==> src/rtl/sparcool_pkg.sv <==
//------------------------------------------------------------------------------
// sparcool_pkg
//   Shared widths, instruction field positions and field-extract helpers.
//   Revision: 1.0
//------------------------------------------------------------------------------
`default_nettype none

package sparcool_pkg;

    localparam int BITNESS = 32;
    localparam int INSTR_W = BITNESS;
    localparam int PC_W    = 32;
    localparam int REG_W   = 5;

    localparam int OP_MSB  = 31;
    localparam int OP_LSB  = 26;
    localparam int RS_MSB  = 25;
    localparam int RS_LSB  = 21;
    localparam int RT_MSB  = 20;
    localparam int RT_LSB  = 16;
    localparam int RD_MSB  = 15;
    localparam int RD_LSB  = 11;

    localparam logic [REG_W-1:0] REG_ZERO = '0;

    function automatic logic [REG_W-1:0] field_rs(input logic [BITNESS-1:0] instr);
        return instr[RS_MSB:RS_LSB];
    endfunction

    function automatic logic [REG_W-1:0] field_rt(input logic [BITNESS-1:0] instr);
        return instr[RT_MSB:RT_LSB];
    endfunction

    function automatic logic [REG_W-1:0] field_rd(input logic [BITNESS-1:0] instr);
        return instr[RD_MSB:RD_LSB];
    endfunction

endpackage

`default_nettype wire

==> src/rtl/issue_dep_check.sv <==
//------------------------------------------------------------------------------
// issue_dep_check
//   Flags a RAW hazard between the two oldest queue entries (slot 1 reads slot 0's rd).
//   Revision: 1.0
//------------------------------------------------------------------------------
`default_nettype none

module issue_dep_check
    import sparcool_pkg::*;
(
    input  logic [BITNESS-1:0] slot0_instr_i,
    input  logic [BITNESS-1:0] slot1_instr_i,
    output logic               dep_hit_o
);

    logic [REG_W-1:0] rd0;
    logic [REG_W-1:0] rs1;
    logic [REG_W-1:0] rt1;
    logic             unused_fields;

    assign rd0 = field_rd(slot0_instr_i);
    assign rs1 = field_rs(slot1_instr_i);
    assign rt1 = field_rt(slot1_instr_i);

    // Register zero is hardwired, so writing it never creates a dependency.
    assign dep_hit_o = (rd0 != REG_ZERO) && ((rs1 == rd0) || (rt1 == rd0));

    assign unused_fields = ^{slot0_instr_i[BITNESS-1:RD_MSB+1], slot0_instr_i[RD_LSB-1:0],
                             slot1_instr_i[BITNESS-1:RS_MSB+1], slot1_instr_i[RT_LSB-1:0]};

endmodule

`default_nettype wire

==> src/rtl/instr_issue_queue.sv <==
//------------------------------------------------------------------------------
// instr_issue_queue
//   In-order fetch-to-core buffer, 1 push / up to 2 in-order issues per cycle, flushable.
//   Optional macro ISSUE_DEP_CHECK_EN holds back slot 1 when it depends on slot 0.
//   Revision: 1.0
//------------------------------------------------------------------------------
`default_nettype none

module instr_issue_queue
    import sparcool_pkg::*;
#(
    parameter int DEPTH   = 8,
    parameter int INSTR_W = sparcool_pkg::INSTR_W,
    parameter int PC_W    = sparcool_pkg::PC_W
) (
    input  logic                       clock,
    input  logic                       reset,
    input  logic                       flush,
    input  logic                       in_valid,
    output logic                       in_ready,
    input  logic [INSTR_W-1:0]         in_instr,
    input  logic [PC_W-1:0]            in_pc,
    output logic [1:0]                 out_valid,
    input  logic [1:0]                 out_ready,
    output logic [INSTR_W-1:0]         out0_instr,
    output logic [PC_W-1:0]            out0_pc,
    output logic [INSTR_W-1:0]         out1_instr,
    output logic [PC_W-1:0]            out1_pc,
    output logic [$clog2(DEPTH):0]     count
);

    localparam int PTR_W = $clog2(DEPTH);
    localparam int CNT_W = PTR_W + 1;

    logic [INSTR_W-1:0] instr_mem_q [DEPTH];
    logic [PC_W-1:0]    pc_mem_q    [DEPTH];

    logic [PTR_W-1:0] wr_ptr_q, wr_ptr_d;
    logic [PTR_W-1:0] rd_ptr_q, rd_ptr_d;
    logic [CNT_W-1:0] count_q,  count_d;

    logic [PTR_W-1:0] rd_ptr_p1;
    logic             push;
    logic             pop0;
    logic             pop1;
    logic             dep_hit;

    assign rd_ptr_p1 = rd_ptr_q + PTR_W'(1);

    // Ready depends only on registered occupancy: no credit for a same-cycle pop.
    assign in_ready = (count_q != CNT_W'(DEPTH));
    assign push     = in_valid & in_ready;

    assign out0_instr = instr_mem_q[rd_ptr_q];
    assign out0_pc    = pc_mem_q[rd_ptr_q];
    assign out1_instr = instr_mem_q[rd_ptr_p1];
    assign out1_pc    = pc_mem_q[rd_ptr_p1];

`ifdef ISSUE_DEP_CHECK_EN
    issue_dep_check u_dep_check (
        .slot0_instr_i (out0_instr),
        .slot1_instr_i (out1_instr),
        .dep_hit_o     (dep_hit)
    );
`else
    assign dep_hit = 1'b0;
`endif

    assign out_valid[0] = (count_q >= CNT_W'(1));
    assign out_valid[1] = (count_q >= CNT_W'(2)) & ~dep_hit;

    // Slot 1 may only issue alongside slot 0 to keep program order.
    assign pop0 = out_valid[0] & out_ready[0];
    assign pop1 = pop0 & out_valid[1] & out_ready[1];

    always_comb begin
        wr_ptr_d = wr_ptr_q;
        rd_ptr_d = rd_ptr_q;
        count_d  = count_q;
        if (flush) begin
            wr_ptr_d = '0;
            rd_ptr_d = '0;
            count_d  = '0;
        end else begin
            wr_ptr_d = wr_ptr_q + PTR_W'(push);
            rd_ptr_d = rd_ptr_q + PTR_W'(pop0) + PTR_W'(pop1);
            count_d  = count_q + CNT_W'(push) - CNT_W'(pop0) - CNT_W'(pop1);
        end
    end

    always_ff @(posedge clock) begin
        if (reset) begin
            wr_ptr_q <= '0;
            rd_ptr_q <= '0;
            count_q  <= '0;
        end else begin
            wr_ptr_q <= wr_ptr_d;
            rd_ptr_q <= rd_ptr_d;
            count_q  <= count_d;
        end
    end

    // Storage is intentionally not reset; out_valid gates stale contents.
    always_ff @(posedge clock) begin
        if (push && !flush && !reset) begin
            instr_mem_q[wr_ptr_q] <= in_instr;
            pc_mem_q[wr_ptr_q]    <= in_pc;
        end
    end

    assign count = count_q;

endmodule

`default_nettype wire
==> config.mk <==
export PLATFORM = sky130hd
export DESIGN_NAME = instr_issue_queue
export DESIGN_NICKNAME = d
export VERILOG_FILES = /design/src/rtl/sparcool_pkg.sv /design/src/rtl/issue_dep_check.sv /design/src/rtl/instr_issue_queue.sv
export SDC_FILE = /design/constraint.sdc
export NUM_CORES = 1
export LEC_CHECK = 0
export BUFFER_PORTS_ARGS = -buffer_cell sky130_fd_sc_hd__buf_4
export CORE_MARGIN = 4
export CORE_UTILIZATION = 60
export CTS_CLUSTER_SIZE = 28
export DETAILED_ROUTE_END_ITERATION = 6
export GPL_TIMING_DRIVEN = 0
export PLACE_DENSITY = 0.82
export RECOVER_POWER = 50
export REMOVE_ABC_BUFFERS = 1
export SETUP_SLACK_MARGIN = 0.5
export SYNTH_ARGS = -nofsm -noshare
export SYNTH_HDL_FRONTEND = slang
export SYNTH_SLANG_ARGS = --single-unit
==> constraint.sdc <==
create_clock -name clock -period 12.6 [get_ports clock]
set_clock_uncertainty 0.15 [all_clocks]
set_input_delay 0.63 -clock clock [delete_from_list [all_inputs] [get_ports clock]]
set_output_delay 0.63 -clock clock [all_outputs]
set_load 0.01 [all_outputs]
=== Word-level counts from Yosys, hierarchy flattened ===
Memories as Yosys holds them, arrays and structs flattened. A register that Yosys moved wholly into a read port is not among the register bits.
Index checks and enable logic that the tools add are counted.

* Register bits: 10
* Latch bits: 0
* Memory bits (writable): 512
* Bits in read-only memories: 0
* Input port bits: 70
* Output and inout port bits: 135
* Logic and storage cells: 28
* Memories kept: 2

{| class="wikitable"
|+ Memories
! name !! words !! bits a word !! read ports !! clocked after memory_dff !! wr ports !! RTL line !! text
|-
| instr_mem_q || 8 || 32 || 2 || 1 || 1 || instr_issue_queue.sv:35 || <nowiki>logic [INSTR_W-1:0] instr_mem_q [DEPTH];</nowiki>
|-
| pc_mem_q || 8 || 32 || 2 || 1 || 1 || instr_issue_queue.sv:36 || <nowiki>logic [PC_W-1:0] pc_mem_q [DEPTH];</nowiki>
|}

* Add/subtract/negate cells: 7
* $mul: 0
* Div/mod/pow operators: 0
* Magnitude comparators: 2
* Equality and inequality tests: 1
* Shifts and indexed selects: 0
* Muxes and demuxes: 4
* Bitwise logic cells: 4
* Reductions and logical operators: 5

{| class="wikitable"
|+ Operators with widths
! cell !! number
|-
| 3-bit by 1-bit adder with 3-bit output || 3
|-
| 4-bit by 1-bit subtractor with 4-bit output || 2
|-
| 3-bit two-way mux || 2
|-
| 4-bit by 1-bit adder with 4-bit output || 1
|-
| 1-bit bitwise AND || 4
|-
| 4-bit by 1-bit >= comparator with 1-bit output, second input constant || 1
|-
| 4-bit by 2-bit >= comparator with 1-bit output, second input constant || 1
|-
| 4-bit inequality test, second input constant || 1
|-
| 3-bit by 1-bit adder with 3-bit output, second input constant || 1
|-
| 1-bit logical AND || 2
|-
| 1-bit logical NOT || 2
|-
| 1-bit two-way mux || 2
|-
| 2-bit OR reduction || 1
|}

=== Logic depth before layout (Yosys ltp) ===
Gate-level depths: netlist of the first run.

* Word-level depth: 6
* Depth in mapped cells: 11
* Mapped depth without buffers: 11

=== Worst setup path after synthesis of the first run ===
No wires, ideal clock.

* Path kind: reg2reg
* From: reg count_q[2], in the netlist count[2]
* To: mem instr_mem_q[2][0] in the netlist's numbering (enable)
* Setup time: 666 ps
* Arrival time: 7765 ps
* Data required time: 11784 ps
* Setup slack: 4019 ps
* Cell stages (with the launch flop): 7
* Buffers on the path: 1
* Period minus slack after synthesis: 8581 ps
* Cell sequence: dfxtp_1 inv_1 ha_1 or3b_2 clkbuf_1 nand3_1 nor4b_1

* Cells in the longest elaborated chain, start to end: 6

{| class="wikitable"
|+ Ends and longest elaborated chain
! what !! RTL line !! text
|-
| from (decl) || instr_issue_queue.sv:40 || <nowiki>logic [CNT_W-1:0] count_q, count_d;</nowiki>
|-
| from (signal assigned) || instr_issue_queue.sv:99 || <nowiki>count_q <= count_d;</nowiki>
|-
| 4-bit inequality test || instr_issue_queue.sv:51 || <nowiki>assign in_ready = (count_q != CNT_W'(DEPTH));</nowiki>
|-
| via in_ready || instr_issue_queue.sv:20 || <nowiki>output logic in_ready,</nowiki>
|-
| 1-bit bitwise AND || instr_issue_queue.sv:52 || <nowiki>assign push = in_valid & in_ready;</nowiki>
|-
| 1-bit logical AND (2 in a row) || instr_issue_queue.sv:105 || <nowiki>if (push && !flush && !reset) begin</nowiki>
|-
| 1-bit two-way mux || instr_issue_queue.sv:105 ||
|-
| 1-bit two-way mux (not written as such) || instr_issue_queue.sv:106 || <nowiki>instr_mem_q[wr_ptr_q] <= in_instr;</nowiki>
|-
| to (decl) || instr_issue_queue.sv:35 ||
|}

The timed path passes the listed nets, and every way through them passes these cells.

=== Final worst setup path of the first run ===
* From: reg rd_ptr_q[1]
* To: out out1_instr[8]

* Cells in the longest elaborated chain, start to end: 2

{| class="wikitable"
|+ Ends and longest elaborated chain
! what !! RTL line !! text
|-
| from (decl) || instr_issue_queue.sv:39 || <nowiki>logic [PTR_W-1:0] rd_ptr_q, rd_ptr_d;</nowiki>
|-
| from (signal assigned) || instr_issue_queue.sv:98 || <nowiki>rd_ptr_q <= rd_ptr_d;</nowiki>
|-
| 3-bit by 1-bit adder with 3-bit output || instr_issue_queue.sv:48 || <nowiki>assign rd_ptr_p1 = rd_ptr_q + PTR_W'(1);</nowiki>
|-
| memory 8 x 32 bit || -- ||
|-
| to (decl) || instr_issue_queue.sv:27 || <nowiki>output logic [INSTR_W-1:0] out1_instr,</nowiki>
|}

Every way passes these cells.

==> results.md, run 1 <==
- H-tree Lvls: 2
- Worst Path Required: 11820 ps
- Routed WL: ~60 mm
- Synth Instances: 1481
- Hold path start: reset
- R2R cell count: 9
- TritonCTS Buffers: 52
- Switching Share: 27.84%
- Critical path capture point type: output port
- Detailed placement HPWL: ~38 mm
- Final core utilization: between 70% and 80%
- CP bufs+invs: 6
- Fin crit share: 41.92%
- Status: complete, but fails checks
- Top area cells in the synthesized netlist: edfxtp_1, mux4_2, mux2i_1
- Cell family with most CP delay: buffers and inverters
- Gp weighted congestion: ~0.76
- Max Freq: about 190 MHz
- Tightest Hold Check Type: in2reg
- Initial antenna violation count: 1
- Vias in the first global route: 15350
- Fin cells: 2260
- Worst slack, placed: 7924 ps
- Met2 usage: a little over two fifths
- Clk pwr share: 32.4%
- Grt total ovfl: 0
- Failing checks: capacitance limit, slew limit
- DR DRC count: 0
- Crit path DAT: 4500 ps
- Inserted Diodes: 0
- Psw: 1282 µW
- Cells along the critical path: buf_12, buf_16, buf_16, ha_4, buf_16, buf_16, mux2i_1, and3_1, nor4_1, buf_4
- Pwr Total: 4604 µW
- Comb pwr share: about 25%
- Slew Viols, Final: 14
- Placed cells: 2163
- Final layout net count: between 1500 and 2000
- Clk_lat worst skew: 590 ps
- Clk pin slew, worst setup/hold paths: 60 ps
- Worst setup margin: 7318 ps
- Leak pwr: 0.009467 µW
- Most common cell on crit path: buf_16
- Total vias in the final route: 15110
- Setup bufs post-CTS: 0
- Post-DRT Antenna Nets: 0
- Top-area cell type share of the netlist area: between 60% and 70%
- Netlist cell types: 30
- I/O Buffers: 204
- Hold worst-path end: rd_ptr_q[2]$_SDFF_PP0_
- DRT iter0 DRCs: 1438
- Chip Width: 211.2 µm
- Worst path max stage delay: around 670 ps
- Hold slack: 86.88 ps
- Post-route minimum period: 5282 ps
- Syn Std Cell Area: 0.02478 mm²
- Detailed Routing Iterations Pass 1: 5
- P_int: between 3000 and 4000 µW
- Max rail drop VDD: ~0.00013 V
- Synth warn: 0
- Avg Cell Area, Syn: 16.73 µm²
- Seq/Total Area, Yosys: between 60 and 70%
- Top Usage Layer GRT: met2
- CTS tree: built
- Hold Path Stages: 2
- Part of the power in registers: a little over two fifths
- RSZ-0062 raised after global routing: no
- Cell Pwr Density: 158.9 mW/mm²
- PostCTS Resize Cnt: 0
- R2R Path End: pc_mem_q[7][6]$_DFFE_PP_
- I/O Pins: 205
- Tot GR Track Use: 25.84%
- Die area: between 0.04 and 0.05 mm²
- Die Y: 211.2 µm
- CP max-delay cell: dfxtp_4
- Core Rows: 74
- R2R setup slack: ~8800 ps
- Layout cell share with drive strength beyond 1: between 20% and 30%
- Initial Utilization: roughly 60%
- Synth-to-Final Area Change: 16.91%
- Crit path launch type: register
- Clk sinks: 522
- Slew headroom: -21.39%
- Via density: 6.688
- Max clock buf depth: 3
- Met1 Track Usage GR: 35.75%
- Max cap viols: 1
- Cell taking the most area after synthesis: edfxtp_1
- Endpoints failing hold: 0
- GR Util met3: 4.233%
- Largest net degree at the start of global routing: 93
- Slew @ Worst Pin: 1814 ps
- Flops & latches, synth: approximately 520
- Setup-failing EPs final: 0
- CTS Hold Bufs: 0
- Detail-routed net length per standard cell: roughly 26 µm
- Worst R2R Start: count[2]$_SDFF_PP0_
- WS Path Type: reg2out
- Core Footprint: 0.04083 mm²
- Crit path max fanout: 73
- Root Driver: clkbuf_16
- Global-route wire length before repair: 89.04 mm
==> power by group through the flow <==
stage | combinational, µW | clock (µW) | sequential, µW
2_1_floorplan | 788 | 0 | 2040
3_3_place_gp | 1290 | 0 | 2070
3_5_place_dp | 1170 | 0 | 1990
4_1_cts | 1180 | 1510 | 1960
5_1_grt | 1240 | 1590 | 1960
6_report | 1150 | 1490 | 1960
==> sequential cells by signal (all words and copies together) (netlist names) <==
signal / cells
wr_ptr_q: 3
count: 4
pc_mem_q: 256
instr_mem_q: 256
rd_ptr_q: 3
==> how the worst max path moves through the flow <==
stage                          endpoint  depth (start not counted)  slack (ps)                    from
after floorplan             out1_pc[30]                          3       -2330  rd_ptr_q[1]$_SDFF_PP0_
after global placement      out1_pc[24]                          4       -7890  rd_ptr_q[0]$_SDFF_PP0_
after detailed placement  out1_instr[8]                         10        7920  rd_ptr_q[1]$_SDFF_PP0_
after CTS                 out1_instr[8]                         10        7200  rd_ptr_q[1]$_SDFF_PP0_
after global routing      out1_instr[8]                         10        6960  rd_ptr_q[1]$_SDFF_PP0_
final                     out1_instr[8]                         10        7320  rd_ptr_q[1]$_SDFF_PP0_
==> cells by family (layout without fill, tap and decap cells) <==
family / count (synthesis) / after routing / share of synthesized area [%]
xor gates and xnor gates: 5 / 5 / 0.2071
muxes: 320 / 320 / 19.71
adders and majority gates: 12 / 12 / 0.6968
and+or+nand+nor: 350 / 350 / 8.776
AOI/OAI and AO/OA: 128 / 128 / 4.524
buffers and inverters: 144 / 391 / 3.227
DFF: 522 / 522 / 62.86
==> cell type report <==
type / count / area (µm²)
Sequential cell: 522 / 15590
Timing Repair Buffer: 287 / 2579
Multi-Input combinational cell: 815 / 8462
Clock buffer: 71 / 1434
Fill cell: 2535 / 11860
Clock inverter: 26 / 215.2
Tap cell: 532 / 665.6
Inverter: 7 / 26.28
==> Yosys cell counts, drive strengths merged <==
cell type  instances
mux2i            128
and3             129
and2               9
nor3b              2
nand4              1
nand2              3
nor4              64
or3b               1
fa                 3
ha                 9
clkbuf            70
xnor2              3
nor2b            128
a2111oi          128
edfxtp           512
mux4             128
inv                7
nor4b              1
nor3               6
nand3              2
nand4b             1
dfxtp             10
mux2              64
xor2               2
buf               67
nor2               3
==> stage by stage <==
stage / setup TNS, ps / instance area, µm²
global placement: -719390 / 26200
CTS: 0 / 29300
detailed placement: 0 / 27650
global route: 0 / 28970
floorplan: -143430 / 24010
finish: 0 / 28970
==> metal layers <==
layer	share of wire [%]	wire length [µm]
met4	2.1	1227
met2	51	29700
met3	7.6	4428
met5	0.021	12
met1	39	22940
==> placed cells by master (no fill, tap or decap), types with 8 or more instances in the layout <==
cell type  count
clkbuf_1      88
ha_1           8
buf_12        10
buf_6         31
buf_16        20
mux4_2       128
and3_1       129
edfxtp_1     512
buf_8          8
a2111oi_0    128
nor2b_1      128
nor4_1        64
mux2i_1      128
clkinv_2      11
buf_4        144
mux2_2        64
clkbuf_16     53
Power figures use the tool's default switching activity.
==> inputs of run 2 (changes only) <==
CORE_UTILIZATION = 54   (was 60)
PLACE_DENSITY = 0.78   (was 0.82)
clock period = 4.55 ns   (was 12.6 ns; I/O delays follow)
==> results.md, run 2 (synthesized netlist as in run 1, its figures left out) <==
- Tightest Hold Check Type: in2reg
- Worst R2R Start: count[2]$_SDFF_PP0_
- Most frequent cells in the layout: edfxtp_1, buf_4, and3_1
- Fin cells: 2413
- Detailed placement HPWL: 38.05 mm
- Core Rows: about 80
- Setup-failing EPs final: 0
- Cell family with most CP delay: buffers and inverters
- Hold slack: 201.9 ps
- Largest net degree at the start of global routing: 94
- Final layout net count: 1849
- Leak pwr: 0.009890 µW
- Initial antenna violation count: 2
- Hold path start: out_ready[1]
- I/O Buffers: 204
- Worst path max stage delay: 1470 ps
- Placed cells: 2234
- Slew @ Worst Pin: 1969 ps
- Worst setup margin: 672.9 ps
- Grt total ovfl: 0
- Hold Path Stages: 4
- Synth-to-Final Area Change: 21.06%
- Initial Utilization: about 55%
- Cells along the critical path: inv_1, ha_1, or3b_2, nand4_1, nor2_1, clkbuf_1, buf_12
- Die Y: 222.2 µm
- Clk pin slew, worst setup/hold paths: 60 ps
- Routed WL: 60.19 mm
- Detailed Routing Iterations Pass 1: 5
- RSZ-0062 raised after global routing: no
- CTS tree: built
- CP max-delay cell: clkbuf_1
- DRT iter0 DRCs: about 1300
- H-tree Lvls: 2
- Max cap viols: 2
- Setup crit start: count[2]$_SDFF_PP0_
- Slew headroom: -31.29%
- Setup_tns: 0 ps
- Pwr Total: ~13000 µW
- Max clock buf depth: 3
- Root Driver: clkbuf_16
- Core Footprint: 0.04538 mm²
- Worst slack, placed: 457.3 ps
- Failing checks: capacitance limit, slew limit
- TritonCTS Buffers: 53
- WS Path Type: reg2reg
- Tot GR Track Use: 23.75%
- Endpoints failing hold: 0
- Most common cell after layout, fill and taps aside: edfxtp_1
- Global-route wire length before repair: 91.47 mm
- Crit path max fanout: 21
- Max rail drop VDD: approximately 0.00034 V
- WP depth: 7
- Via density: approximately 6.4
- Gp weighted congestion: about 0.74
- Post-route minimum period: 3877 ps
- Chip Width: 222.2 µm
- Clk sinks: 522
- Die area: around 0.05 mm²
- DR DRC count: 0
- Clk_lat worst skew: 590 ps
- Detail-routed net length per standard cell: roughly 25 µm
- Crit path DAT: about 4000 ps
- Layout cell share with drive strength beyond 1: 28.05%
- Post-DRT Antenna Nets: 0
- R2R cell count: 7
- Fin crit share: between 80% and 90%
- Critical path capture point type: register
- I/O Pins: 205
- CP bufs+invs: 3
- Cell Pwr Density: 435.4 mW/mm²
- Vias in the first global route: between 15000 and 20000
- Slew Viols, Final: 44
- Worst Path Required: 4690 ps
- Status: complete, but fails checks
- Total vias in the final route: 15360
- Crit path launch type: register
- Max Freq: 257.9 MHz
-- run 2: cell types whose count changed in the layout (fill, tap and decap cells not counted), moves of 4 or more --
cell / previous run / this run
a2111oi_0: 128 / 124
a2111oi_1: 0 / 4
buf_4: 144 / 151
buf_6: 31 / 37
clkbuf_1: 88 / 77
clkbuf_8: 4 / 0
clkinv_1: 7 / 20
dlygate4sd3_1: 0 / 68
-- run 2: tightest hold or removal path: cells and delay by family --
kind	cells	cell delay [ps]
fa+ha+maj	1	200
buf+inv	1	70
simple gates	2	390
-- run 2: layer usage --
metal	track usage, %	wire length, µm	part of all wire [%]
met1	31.63	24070	40
met2	40.67	30570	51
met3	4.201	3997	6.6
met4	6.823	1550	2.6
met5	0	0	0
-- run 2: final timing paths --
kind	endpoint	slack, ps
max	pc_mem_q[7][6]$_DFFE_PP_	670
min	rd_ptr_q[0]$_SDFF_PP0_	200
max reg2reg	pc_mem_q[7][6]$_DFFE_PP_	670
min reg2reg	wr_ptr_q[1]$_SDFF_PP0_	570
-- run 2: power by group --
part	switching, µW	internal [µW]	leakage [µW]
sequential	61.0	5340	0.00470
combinational	1800	1560	0.00434
clock	1770	2520	0.000853
total	3630	9430	0.00989
-- run 2: layout make-up --
type | count | area [µm²]
multi-input cells | 815 | 8493
inverters | 7 | 26.28
repair buffers | 368 | 3407
clock inverters | 41 | 340.3
clock buffers | 58 | 1388
well taps | 600 | 750.7
diodes | 2 | 5.005
flip-flops and latches | 522 | 15590
fillers | 3091 | 15380
-- run 2: what timing repair did --
item,4_1_cts,5_1_grt
endpoints found under the setup margin,64,22
hold endpoints to repair,525,0
hold buffers,68,0
gates resized for setup,4,3
pin swaps,2,2
buffers inserted,7,3
-- run 2: per-stage QoR --
stage / area (µm²) / utilization (%)
2_1_floorplan: 24010 / -
3_3_place_gp: 26290 / 57.93
3_5_place_dp: 27760 / 61.17
4_1_cts: 30280 / 66.71
5_1_grt: 30000 / 66.10
6_report: 30000 / 66.10
